[config.mk]
export PLATFORM = sky130hd
export DESIGN_NAME = seq_sub_bla
export DESIGN_NICKNAME = d
export VERILOG_FILES = /design/src/rtl/arith_pkg.sv /design/src/rtl/sub4_bla.sv /design/src/rtl/seq_sub_bla.sv
export SDC_FILE = /design/constraint.sdc
export NUM_CORES = 1
export LEC_CHECK = 0
export ABC_CLOCK_PERIOD_IN_PS = 2600
export BUFFER_PORTS_ARGS = -buffer_cell sky130_fd_sc_hd__buf_2
export CORE_MARGIN = 2
export CORE_UTILIZATION = 40
export CTS_CLUSTER_DIAMETER = 100
export DETAILED_ROUTE_END_ITERATION = 6
export PLACE_DENSITY = 0.62
export SLEW_MARGIN = 20
export SYNTH_ARGS = -nofsm -noshare
export SYNTH_HDL_FRONTEND = slang
export SYNTH_SLANG_ARGS = --single-unit
[constraint.sdc]
create_clock -name clk -period 2.6 [get_ports clk]
set_clock_uncertainty 0.05 [all_clocks]
set_input_delay 0.13 -clock clk [delete_from_list [all_inputs] [get_ports clk]]
set_output_delay 0.13 -clock clk [all_outputs]
set_load 0.03 [all_outputs]
[src/rtl/arith_pkg.sv]
// arith_pkg: shared slice width, subtractor FSM states and zero-detect helper
package arith_pkg;
    localparam int SLICE_W = 4;
    localparam int MAX_W = 256;
    typedef enum logic [1:0] {IDLE, RUN, DONE} state_t;
    function automatic logic is_zero(input logic [MAX_W-1:0] v);
        return v == '0;
    endfunction
endpackage

[src/rtl/sub4_bla.sv]
// sub4_bla: combinational 4-bit borrow-lookahead subtract slice, d = a - b - borrow_in
module sub4_bla (
    input  logic [3:0] a,
    input  logic [3:0] b,
    input  logic       borrow_in,
    output logic [3:0] d,
    output logic       borrow_out
);
    logic [3:0] w_p, w_g;
    logic [4:0] w_c;
    // Subtraction is a + ~b + 1, so the carry chain runs with carry = ~borrow
    assign w_p = a ^ ~b;
    assign w_g = a & ~b;
    assign w_c[0] = ~borrow_in;
    assign w_c[1] = w_g[0] | (w_p[0] & w_c[0]);
    assign w_c[2] = w_g[1] | (w_p[1] & w_g[0]) | (w_p[1] & w_p[0] & w_c[0]);
    assign w_c[3] = w_g[2] | (w_p[2] & w_g[1]) | (w_p[2] & w_p[1] & w_g[0])
                  | (w_p[2] & w_p[1] & w_p[0] & w_c[0]);
    assign w_c[4] = w_g[3] | (w_p[3] & w_g[2]) | (w_p[3] & w_p[2] & w_g[1])
                  | (w_p[3] & w_p[2] & w_p[1] & w_g[0])
                  | (w_p[3] & w_p[2] & w_p[1] & w_p[0] & w_c[0]);
    assign d = w_p ^ w_c[3:0];
    assign borrow_out = ~w_c[4];
endmodule

[src/rtl/seq_sub_bla.sv]
// seq_sub_bla: multi-cycle unsigned subtractor, one 4-bit borrow-lookahead slice per clock
module seq_sub_bla
    import arith_pkg::*;
#(
    parameter int WIDTH = 16
) (
    input  logic             clk,
    input  logic             rst,
    input  logic             in_valid,
    output logic             in_ready,
    input  logic [WIDTH-1:0] a,
    input  logic [WIDTH-1:0] b,
    input  logic             bin,
    output logic             out_valid,
    input  logic             out_ready,
    output logic [WIDTH-1:0] diff,
    output logic             bout,
    output logic             zero
);
    localparam int NSLICE = WIDTH / SLICE_W;
    localparam int KW = NSLICE > 1 ? $clog2(NSLICE) : 1;

    if (WIDTH % SLICE_W != 0 || WIDTH < SLICE_W || WIDTH > MAX_W) begin : g_bad_width
        $error("seq_sub_bla: WIDTH must be a multiple of 4 in [4, 256]");
    end

    state_t           r_state;
    logic [KW-1:0]    r_k;
    logic [WIDTH-1:0] r_a, r_b, r_diff;
    logic             r_borrow, r_bout, r_zero;
    logic [3:0]       w_d;
    logic             w_bo, w_last;
    logic [WIDTH-1:0] w_diff_nx;

    sub4_bla u_slice (
        .a         (r_a[r_k*SLICE_W +: SLICE_W]),
        .b         (r_b[r_k*SLICE_W +: SLICE_W]),
        .borrow_in (r_borrow),
        .d         (w_d),
        .borrow_out(w_bo)
    );

    assign w_last = r_k == KW'(NSLICE - 1);

    always_comb begin
        w_diff_nx = r_diff;
        w_diff_nx[r_k*SLICE_W +: SLICE_W] = w_d;
    end

    always_ff @(posedge clk) begin
        if (rst) begin
            r_state  <= IDLE;
            r_k      <= '0;
            r_a      <= '0;
            r_b      <= '0;
            r_borrow <= 1'b0;
            r_diff   <= '0;
            r_bout   <= 1'b0;
            r_zero   <= 1'b0;
        end else begin
            case (r_state)
                IDLE: if (in_valid) begin
                    r_a      <= a;
                    r_b      <= b;
                    r_borrow <= bin;
                    r_k      <= '0;
                    r_state  <= RUN;
                end
                RUN: begin
                    r_diff   <= w_diff_nx;
                    r_borrow <= w_bo;
                    if (w_last) begin
                        r_bout  <= w_bo;
                        r_zero  <= is_zero(MAX_W'(w_diff_nx));
                        r_state <= DONE;
                    end else begin
                        r_k <= r_k + 1'b1;
                    end
                end
                DONE: if (out_ready) r_state <= IDLE;
                default: r_state <= IDLE;
            endcase
        end
    end

    assign in_ready  = r_state == IDLE;
    assign out_valid = r_state == DONE;
    assign diff      = r_diff;
    assign bout      = r_bout;
    assign zero      = r_zero;
endmodule

# After elaboration in Yosys (flattened, before gate mapping)
# Index checks and enable logic that the tools add are counted.
[classes] shift=4 n_addsub=2 bitwise_logic=32 n_mux=10 reduce_logical=8 eq_ne=7
[op_table] operator="4-bit negator with 34-bit output" n=1
[op_table] operator="4-bit by 34-bit variable shift with 16-bit output, first input constant" n=1
[op_table] operator="4-bit by 34-bit indexed part select with 16-bit output" n=1
[op_table] operator="16-bit by 5-bit indexed part select with 4-bit output" n=2
[op_table] operator="1-bit bitwise AND" n=16
[op_table] operator="16-bit bitwise mux" n=1
[op_table] operator="16-bit zero test" n=1
[op_table] operator="2-bit two-way mux" n=5
[op_table] operator="1-bit OR" n=10
[op_table] operator="4-bit XOR" n=2
[op_table] operator="2-bit inequality test, second input constant" n=3
[op_table] operator="2-bit case mux with 3 select lines" n=1
[op_table] operator="2-bit AND reduction" n=3
[op_table] operator="3-bit AND reduction" n=2
[op_table] operator="4-bit bitwise AND" n=1
[op_table] operator="2-bit == test, second input constant" n=2
[op_table] operator="4-bit inverter" n=1
[op_table] operator="2-bit case mux with 2 select lines" n=1
[op_table] operator="2-bit by 1-bit adder with 2-bit output, second input constant" n=1
[op_table] operator="2-bit by 1-bit == test with 1-bit output, second input constant" n=1
[op_table] operator="2-bit zero test" n=1
[op_table] operator="2-bit by 1-bit inequality test with 1-bit output, second input constant" n=1
[op_table] operator="1-bit inverter" n=2
[op_table] operator="1-bit case mux with 2 select lines" n=1
[op_table] operator="2 further kinds" n=2
[word_totals] elab_cells=71 ff_bits=55 output_inout_bits=20

# Depth between registers and ports, before layout
# Gate-level depths: netlist (run 1).
[logic_depth] depth_word=11 depth_mapped=10

# Modules after synthesis
# Synthesis (run 1) repeated with hierarchy kept, for this count alone.
[unflattened] hier_cells=305 hier_area_um2=2586.2
[by_module_without_submodules] module="seq_sub_bla" seq_area_each_um2=1101.1 cells_each=281 n_inst=1 area_each_um2=2383.5
[by_module_without_submodules] module="sub4_bla" seq_area_each_um2=0.0 cells_each=24 n_inst=1 area_each_um2=202.7

# Least setup slack after synthesis (run 1)
# OpenSTA, ideal clock, no wires.
[synth_timing] path_kind="register to register" startpoint="reg r_k[0]" endpoint="reg r_diff[11], in the netlist diff[11]" slack_ns=-0.103 t_required_ns=2.480 period_less_slack_ns=2.703 t_arrival_ns=2.583 stages_incl_launch_ff=10 path_cell_list="dfxtp_1 > buf_2 > buf_2 > mux4_2 > ha_1 > o21ai_0 > a21oi_1 > o21a_1 > or3_1 > a21oi_1"
[synth_between] elab_chain_cells=10 word_cells_on_any_way=25 classes_between="add/sub (1); shift (4); mux (1); bitwise (19)"
[synth_rtl] item="start: declaration" line="seq_sub_bla.sv:28" rtl="logic [KW-1:0] r_k;"
[synth_rtl] item="start signal: assignment" line="seq_sub_bla.sv:77" rtl="r_k <= r_k + 1'b1;"
[synth_rtl] item="16-bit by 5-bit indexed part select with 4-bit output" line="seq_sub_bla.sv:37" rtl=".b (r_b[r_k*SLICE_W +: SLICE_W]),"
[synth_rtl] item="4-bit inverter" line="sub4_bla.sv:12, sub4_bla.sv:13"
[synth_rtl] item="4-bit XOR or 4-bit bitwise AND (tied branches)" line="sub4_bla.sv:12, sub4_bla.sv:13"
[synth_rtl] item="1-bit bitwise AND, on equally long branches" line="sub4_bla.sv:17, sub4_bla.sv:18"
[synth_rtl] item="1-bit OR (tied with other cells)" line="sub4_bla.sv:17" rtl="assign w_c[3] = w_g[2] | (w_p[2] & w_g[1]) | (w_p[2] & w_p[1] & w_g[0])"
[synth_rtl] item="1-bit OR or 1-bit bitwise AND (tied branches)" line="sub4_bla.sv:17, sub4_bla.sv:18"
[synth_rtl] item="1-bit OR" line="sub4_bla.sv:18" rtl="| (w_p[2] & w_p[1] & w_p[0] & w_c[0]);"
[synth_rtl] item="4-bit XOR" line="sub4_bla.sv:22" rtl="assign d = w_p ^ w_c[3:0];"
[synth_rtl] item="4-bit by 34-bit indexed part select with 16-bit output" line="seq_sub_bla.sv:47" rtl="w_diff_nx[r_k*SLICE_W +: SLICE_W] = w_d;"
[synth_rtl] item="16-bit bitwise mux (*)" line="seq_sub_bla.sv:47"
[synth_rtl] item="end signal: assignment" line="seq_sub_bla.sv:70" rtl="r_diff <= w_diff_nx;"
[synth_rtl] item="end: declaration" line="seq_sub_bla.sv:29" rtl="logic [WIDTH-1:0] r_a, r_b, r_diff;"
# Every way passes the cells marked *; elsewhere a longest branch is shown, timed or not.
# A chain may end at the register's enable or synchronous reset.

# Worst setup path after layout (run 1)
# Ends and elaborated chain as after synthesis.

==> results of run 1 <==
## flip-flops by register name (all words and copies together) (netlist names)
name      cells
bout          1
diff         16
r_a          16
r_b          16
r_borrow      1
r_k           2
r_state       2
zero          1
## cells in the mapped netlist
library cell,n
o2111ai_1,1
nand3_1,4
nor2b_1,1
ha_1,11
o32ai_1,1
o21ai_0,3
buf_6,1
and2_1,2
a2bb2oi_1,3
nand2_1,79
xnor2_1,2
a31o_2,1
nor3b_1,1
dfxtp_1,55
nor4bb_1,1
nand2_4,1
o22ai_1,2
nor4_1,3
a22oi_1,7
nor2_1,22
mux4_2,8
a21oi_1,43
fa_1,1
clkbuf_1,14
nand2b_1,6
nand4_1,1
and4b_1,1
mux2i_1,2
or2b_1,1
o211a_1,1
o21a_1,1
xor2_1,1
buf_2,2
inv_1,10
o31ai_1,1
and3_1,1
nor3_1,10
and2b_1,2
or3_1,7
## path summary, 6_finish.rpt
path	start	endpoint	slack (ns)	cells past startpoint
max	r_k[0]$_SDFFE_PP0P_	diff[11]$_SDFFE_PP0P_	0.22	7
min	a[9]	r_a[9]$_SDFFE_PP0P_	0.0004	3
max reg2reg	r_k[0]$_SDFFE_PP0P_	diff[11]$_SDFFE_PP0P_	0.22	7
min reg2reg	r_a[12]$_SDFFE_PP0P_	r_a[12]$_SDFFE_PP0P_	0.41	2
## through the flow
step                      cell area [sq um]  utilization [%]
after CTS                              3330             52.8
after global routing                   3350             53.1
after global placement                 3060             48.5
final                                  3350             53.1
after floorplan                        2620                -
after detailed placement               3060             48.5
## layer usage
layer,track usage [%],vias up,part of all wire (%)
met5,0,-,0
met4,5.48,0,1.5
met3,3.64,11,4.2
met2,31.6,59,50
met1,21.6,1089,44
li1,-,1243,-
## what timing repair did
item | CTS | global route
hold endpoints to repair | 15 | 1
gates resized for setup | 1 | 4
pin swaps | 0 | 0
endpoints found under the setup margin | 7 | 5
hold buffers | 15 | 1
## logic make-up after synthesis
| logic type | share of synthesized area [%] |
|---|---|
| adder cells (fa/ha/maj) | 6.04 |
| AO/OA/AOI/OAI | 14.3 |
| flip-flops | 42.2 |
| buffers and inverters | 4.26 |
| XOR/XNOR | 1.01 |
| AND/OR/NAND/NOR | 24.6 |
| multiplexers | 7.67 |
## worst reg2reg max path, stage by stage, from the launching register on
cell	delay [ns]
dfxtp_4	0.44
mux4_2	0.51
ha_1	0.32
o21ai_1	0.18
a21oi_2	0.07
o21a_1	0.23
or3_1	0.39
a21oi_1	0.14
## power by group through the flow
stage | clock (mW) | combinational (mW) | sequential [mW]
detailed placement | 0 | 0.409 | 0.931
finish | 0.594 | 0.431 | 0.911
global placement | 0 | 0.405 | 0.931
CTS | 0.602 | 0.427 | 0.912
floorplan | 0 | 0.251 | 0.931
global route | 0.635 | 0.477 | 0.917
## area by class of cell
| cell class | count | area, sq um | area share [%] |
|---|---|---|---|
| tap | 77 | 96.3 | 2.88 |
| inverter | 10 | 37.5 | 1.12 |
| sequential | 55 | 1110 | 33.0 |
| clock buffer | 6 | 82.6 | 2.46 |
| clock inverter | 2 | 35.0 | 1.05 |
| timing repair buffer | 92 | 591 | 17.6 |
| multi-input combinational | 232 | 1400 | 41.9 |
==> impl_metrics.toml, run 1 <==
[power]
power_leakage_nw = 1.42
pwr-share-seq_pct = 47.0
internal-power_mw = 1.40
p_clk_share_pct = 30.7
ir_drop_uv = 480
total_power_mw = 1.94
switchingPower_mw = 0.535
netSwitchingFraction_pct = 27.6
p_comb_share_pct = 22.3
p_per_area_mw_per_mm2 = 578

[final_layout]
nets = 445
layout_common_cells = "79 x nand2_1, 56 x buf_2, 53 x dfxtp_1"
stdcell_count = 474
final_common_cell = "nand2_1"
drive_gt1_share_pct = 24.4
area_growth_pct = 28.3
antenna_cells = 0
fillers = 630

[route]
drt_iter0_drc = 97
wl_per_cell_um = 13.1
vias_per_cell = 5.07
drc = 0
finalWirelength_mm = 6.23
vias = 2402
route.antenna.remaining_nets = 0
first_pass_iters = 4

[global_route]
antenna_found_initial = 0
grt_pass1_wl_mm = 10.5
first_global_vias = 2306
overflow = 0
grt_usage_pct = 17.8
grt_start_max_net_pins = 34

[clock_tree]
cts.clk_slew.worst_paths_ns = 0.10
cts_buffers = 5
cts-root-buf = "clkbuf_8"
htreeDepth = 2
cts_tree = "built"
clk_path_buf_depth = 2
clkLatencyLatePin_ns = 0.31
post_cts.repair.setup_buffers = 0
cts_sinks = 55

[critical_path]
crit_path_top_delay_cell = "mux4_2"
worstPathCellList = "mux4_2 -> ha_1 -> o21ai_1 -> a21oi_2 -> o21a_1 -> or3_1 -> a21oi_1"
worstPathArrival_ns = 2.58
worst_setup_path_end_kind = "flip-flop"
critical_path_buf_inv_count = 0
path_delay_family = "compound AO/OA/AOI/OAI gates"
path_max_fanout = 8
crit_type = "reg -> reg"
startpoint_type = "flip-flop"
cpPeakStageDelay_ns = 0.51
crit_required_ns = 2.80

[timing]
rsz0062_at_grt = "false"
fin_hold_ws_ns = 0.000441
worst_pin_slew_ns = 0.416
setup-tns-final_ns = 0
finalCritPeriodShare_pct = 91.7
drv_slew = 0
setup_ws_ns = 0.216
setup_viol = 0
timing.slew.headroom_pct = 72.3
period_needed_ns = 2.38
hold_violations = 0
fmax_mhz = 419

[floorplanning]
dieArea_sq_mm = 0.00719
start_util_pct = 41.4
die_w_um = 84.8
ioPinCount = 57
fp-row-count = 29
coreArea_sq_mm = 0.00631
die_h_um = 84.8

[synth]
synth_top_cell_area_share_pct = 42.2
syn_inst = 314
yosys-top-cells-area = "dfxtp_1 42%, nand2_1 11%, a21oi_1 8.2%"
synth_warnings = 0
ys_types = 39
post_synth.cell_area_avg_sq_um = 8.32
ys_ff_latch = 55
synth_area_sq_mm = 0.00261
ys_seq_area_share_pct = 42.2
synth_nets = 363
synth_top_cell_by_area = "dfxtp_1"

[placed_design]
dp_hpwl_mm = 4.62
dp.cells = 450
io_buffers = 56
gp_congestion = 0.858
dp_slack_ns = -0.0535

[outcome]
outcome = "finished, final reports clean"

[worst_hold_path]
hold_path.class = "in -> reg"

[flow_run]
cap_violations = 0
Note: power is estimated with default switching activity, not from simulation.
==> run 2: changes to the inputs <==
RECOVER_POWER = 100   (was not set)
==> run 2 against run 1 <==
Compared with the run above: highest routed layer unchanged; maximum frequency shrank 2.5%; worst setup slack lost 0.061 ns; critical endpoint is now diff[10]$_SDFFE_PP0P_; global-route usage is the same; via count shrank 0.12%; utilization shrank 0.69 points; routed wire length grew 0.29%; hold slack is essentially flat; clock-buffer cell count is the same; critical path type unchanged; first-iteration DRC count shrank 14%; non-clock buffer count is the same.
==> impl_metrics.toml, run 2 (synthesis results as in run 1) <==
[outcome]
outcome = "finished, final reports clean"

[critical_path]
r2r_cells = 9
reg2reg_slack_ns = 0.15
crit_type = "reg -> reg"
cpPeakStageDelay_ns = 0.51
worstPathArrival_ns = 2.65
worstReg2RegEnd = "diff[10]$_SDFFE_PP0P_"
crit_required_ns = 2.80
startpoint = "r_k[0]$_SDFFE_PP0P_"
path_max_fanout = 8
worstPathCellList = "mux4_2 -> ha_1 -> buf_4 -> nor2_1 -> a21oi_1 -> xor2_1 -> clkbuf_1 -> a22oi_1 -> nor2_1"
startpoint_type = "flip-flop"
worst_setup_path_end_kind = "flip-flop"
r2r-start = "r_k[0]$_SDFFE_PP0P_"
crit_path_frequent_cell = "nor2_1"
crit_path_top_delay_cell = "mux4_2"

[global_route]
grt_pass1_wl_mm = 10.5
grt_start_max_net_pins = 34
overflow = 0
antenna_found_initial = 0
grt_usage_pct = 17.8
first_global_vias = 2306

[timing]
worst_pin_slew_ns = 1.29
setup_ws_ns = 0.155
period_needed_ns = 2.45
finalCritPeriodShare_pct = 94.0
drv_slew = 0
fmax_mhz = 409
setup_viol = 0
timing.slew.headroom_pct = 14.3
rsz0062_at_grt = "false"
hold_violations = 0

[clock_tree]
cts-root-buf = "clkbuf_8"
cts.clk_slew.worst_paths_ns = 0.10
htreeDepth = 2
clkLatencyLatePin_ns = 0.31
post_cts.repair.setup_buffers = 0
cts_sinks = 55
cts_tree = "built"
cts_buffers = 5
clk_path_buf_depth = 2

[floorplanning]
die_h_um = 84.8
start_util_pct = 41.4
ioPinCount = 57
dieArea_sq_mm = 0.00719
die_w_um = 84.8
coreArea_sq_mm = 0.00631
fp-row-count = 29

[worst_hold_path]
hold_path.class = "in -> reg"
whs_endpoint = "r_a[9]$_SDFFE_PP0P_"
hold_depth = 3
hold_start = "a[9]"

[final_layout]
layout_common_cells = "79 x nand2_1, 53 x dfxtp_1, 42 x a21oi_1"
drive_gt1_share_pct = 18.1
nets = 445
antenna_cells = 0
area_growth_pct = 26.6
final_common_cell = "nand2_1"

[power]
ir_drop_uv = 477
total_power_mw = 1.92
p_per_area_mw_per_mm2 = 580
power_leakage_nw = 1.32

[route]
vias = 2399
drt_iter0_drc = 83
wl_per_cell_um = 13.2
vias_per_cell = 5.06
finalWirelength_mm = 6.24
first_pass_iters = 4
drc = 0
route.antenna.remaining_nets = 0

[placed_design]
io_buffers = 56
dp_hpwl_mm = 4.62
dp_slack_ns = -0.0535
gp_congestion = 0.858

[flow_run]
cap_violations = 0
-- run 2: cell types whose count changed in the layout (fill, tap and decap cells not counted), sizes merged --
cell,delta
buf,-27
clkbuf,+27
-- run 2: where the power goes --
group	switching, mW	leakage [nW]	internal, mW	total, mW
combinational	0.225	0.807	0.186	0.411
sequential	0.0287	0.450	0.882	0.911
clock	0.284	0.0612	0.312	0.596
total	0.538	1.32	1.38	1.92
-- run 2: layout make-up --
cell class	count	area, sq um
Clock buffer	6	82.6
Clock inverter	2	35.0
Fill cell	652	3010
Inverter	10	37.5
Multi-Input combinational cell	232	1400
Sequential cell	55	1110
Tap cell	77	96.3
Timing Repair Buffer	92	547
-- run 2: metrics by stage --
| step | instance area [sq um] | std cells | hold slack [ns] | TNS (ns) | util [%] |
|---|---|---|---|---|---|
| 2_1_floorplan | 2620 | 314 | 0.216 | 0 | - |
| 3_3_place_gp | 3060 | 450 | 0.321 | -0.0590 | 48.5 |
| 3_5_place_dp | 3060 | 450 | 0.326 | -0.177 | 48.5 |
| 4_1_cts | 3330 | 473 | 0.000761 | 0 | 52.8 |
| 5_1_grt | 3310 | 474 | 0.00531 | 0 | 52.4 |
| 6_report | 3310 | 474 | 0.000708 | 0 | 52.4 |
-- run 2: worst max-delay path by stage --
stage	slack (ns)	endpoint
global route	0.01	diff[10]$_SDFFE_PP0P_
finish	0.15	diff[10]$_SDFFE_PP0P_
floorplan	0.007	diff[11]$_SDFFE_PP0P_
global placement	-0.02	diff[7]$_SDFFE_PP0P_
CTS	0.09	diff[11]$_SDFFE_PP0P_
detailed placement	-0.05	diff[11]$_SDFFE_PP0P_
-- run 2: worst max-delay path: cells and delay by family, from the launching register on --
kind                     cells  cell delay [ns]
AO/OA/AOI/OAI                2             0.32
XOR/XNOR                     1             0.26
adder cells (fa/ha/maj)      1             0.31
buffers and inverters        2             0.35
flip-flops                   1             0.44
multiplexers                 1             0.51
AND/OR/NAND/NOR              2             0.15
-- run 2: repair_timing --
item                                    in CTS  in global routing
endpoints found under the setup margin       7                  5
endpoints found under the hold margin       15                  1
hold buffers                                15                  1
gates cloned                                 0                  0
resized for setup                            1                  4
-- run 2: per-layer routing --
metal	GRT usage (%)	share of wire [%]	wire length (um)	vias to the layer above
li1	-	-	-	1235
met1	21.6	44	2730	1094
met2	31.6	50	3130	61
met3	3.64	4.9	305	9
met4	5.48	1.3	80	0
met5	0	0	0	-
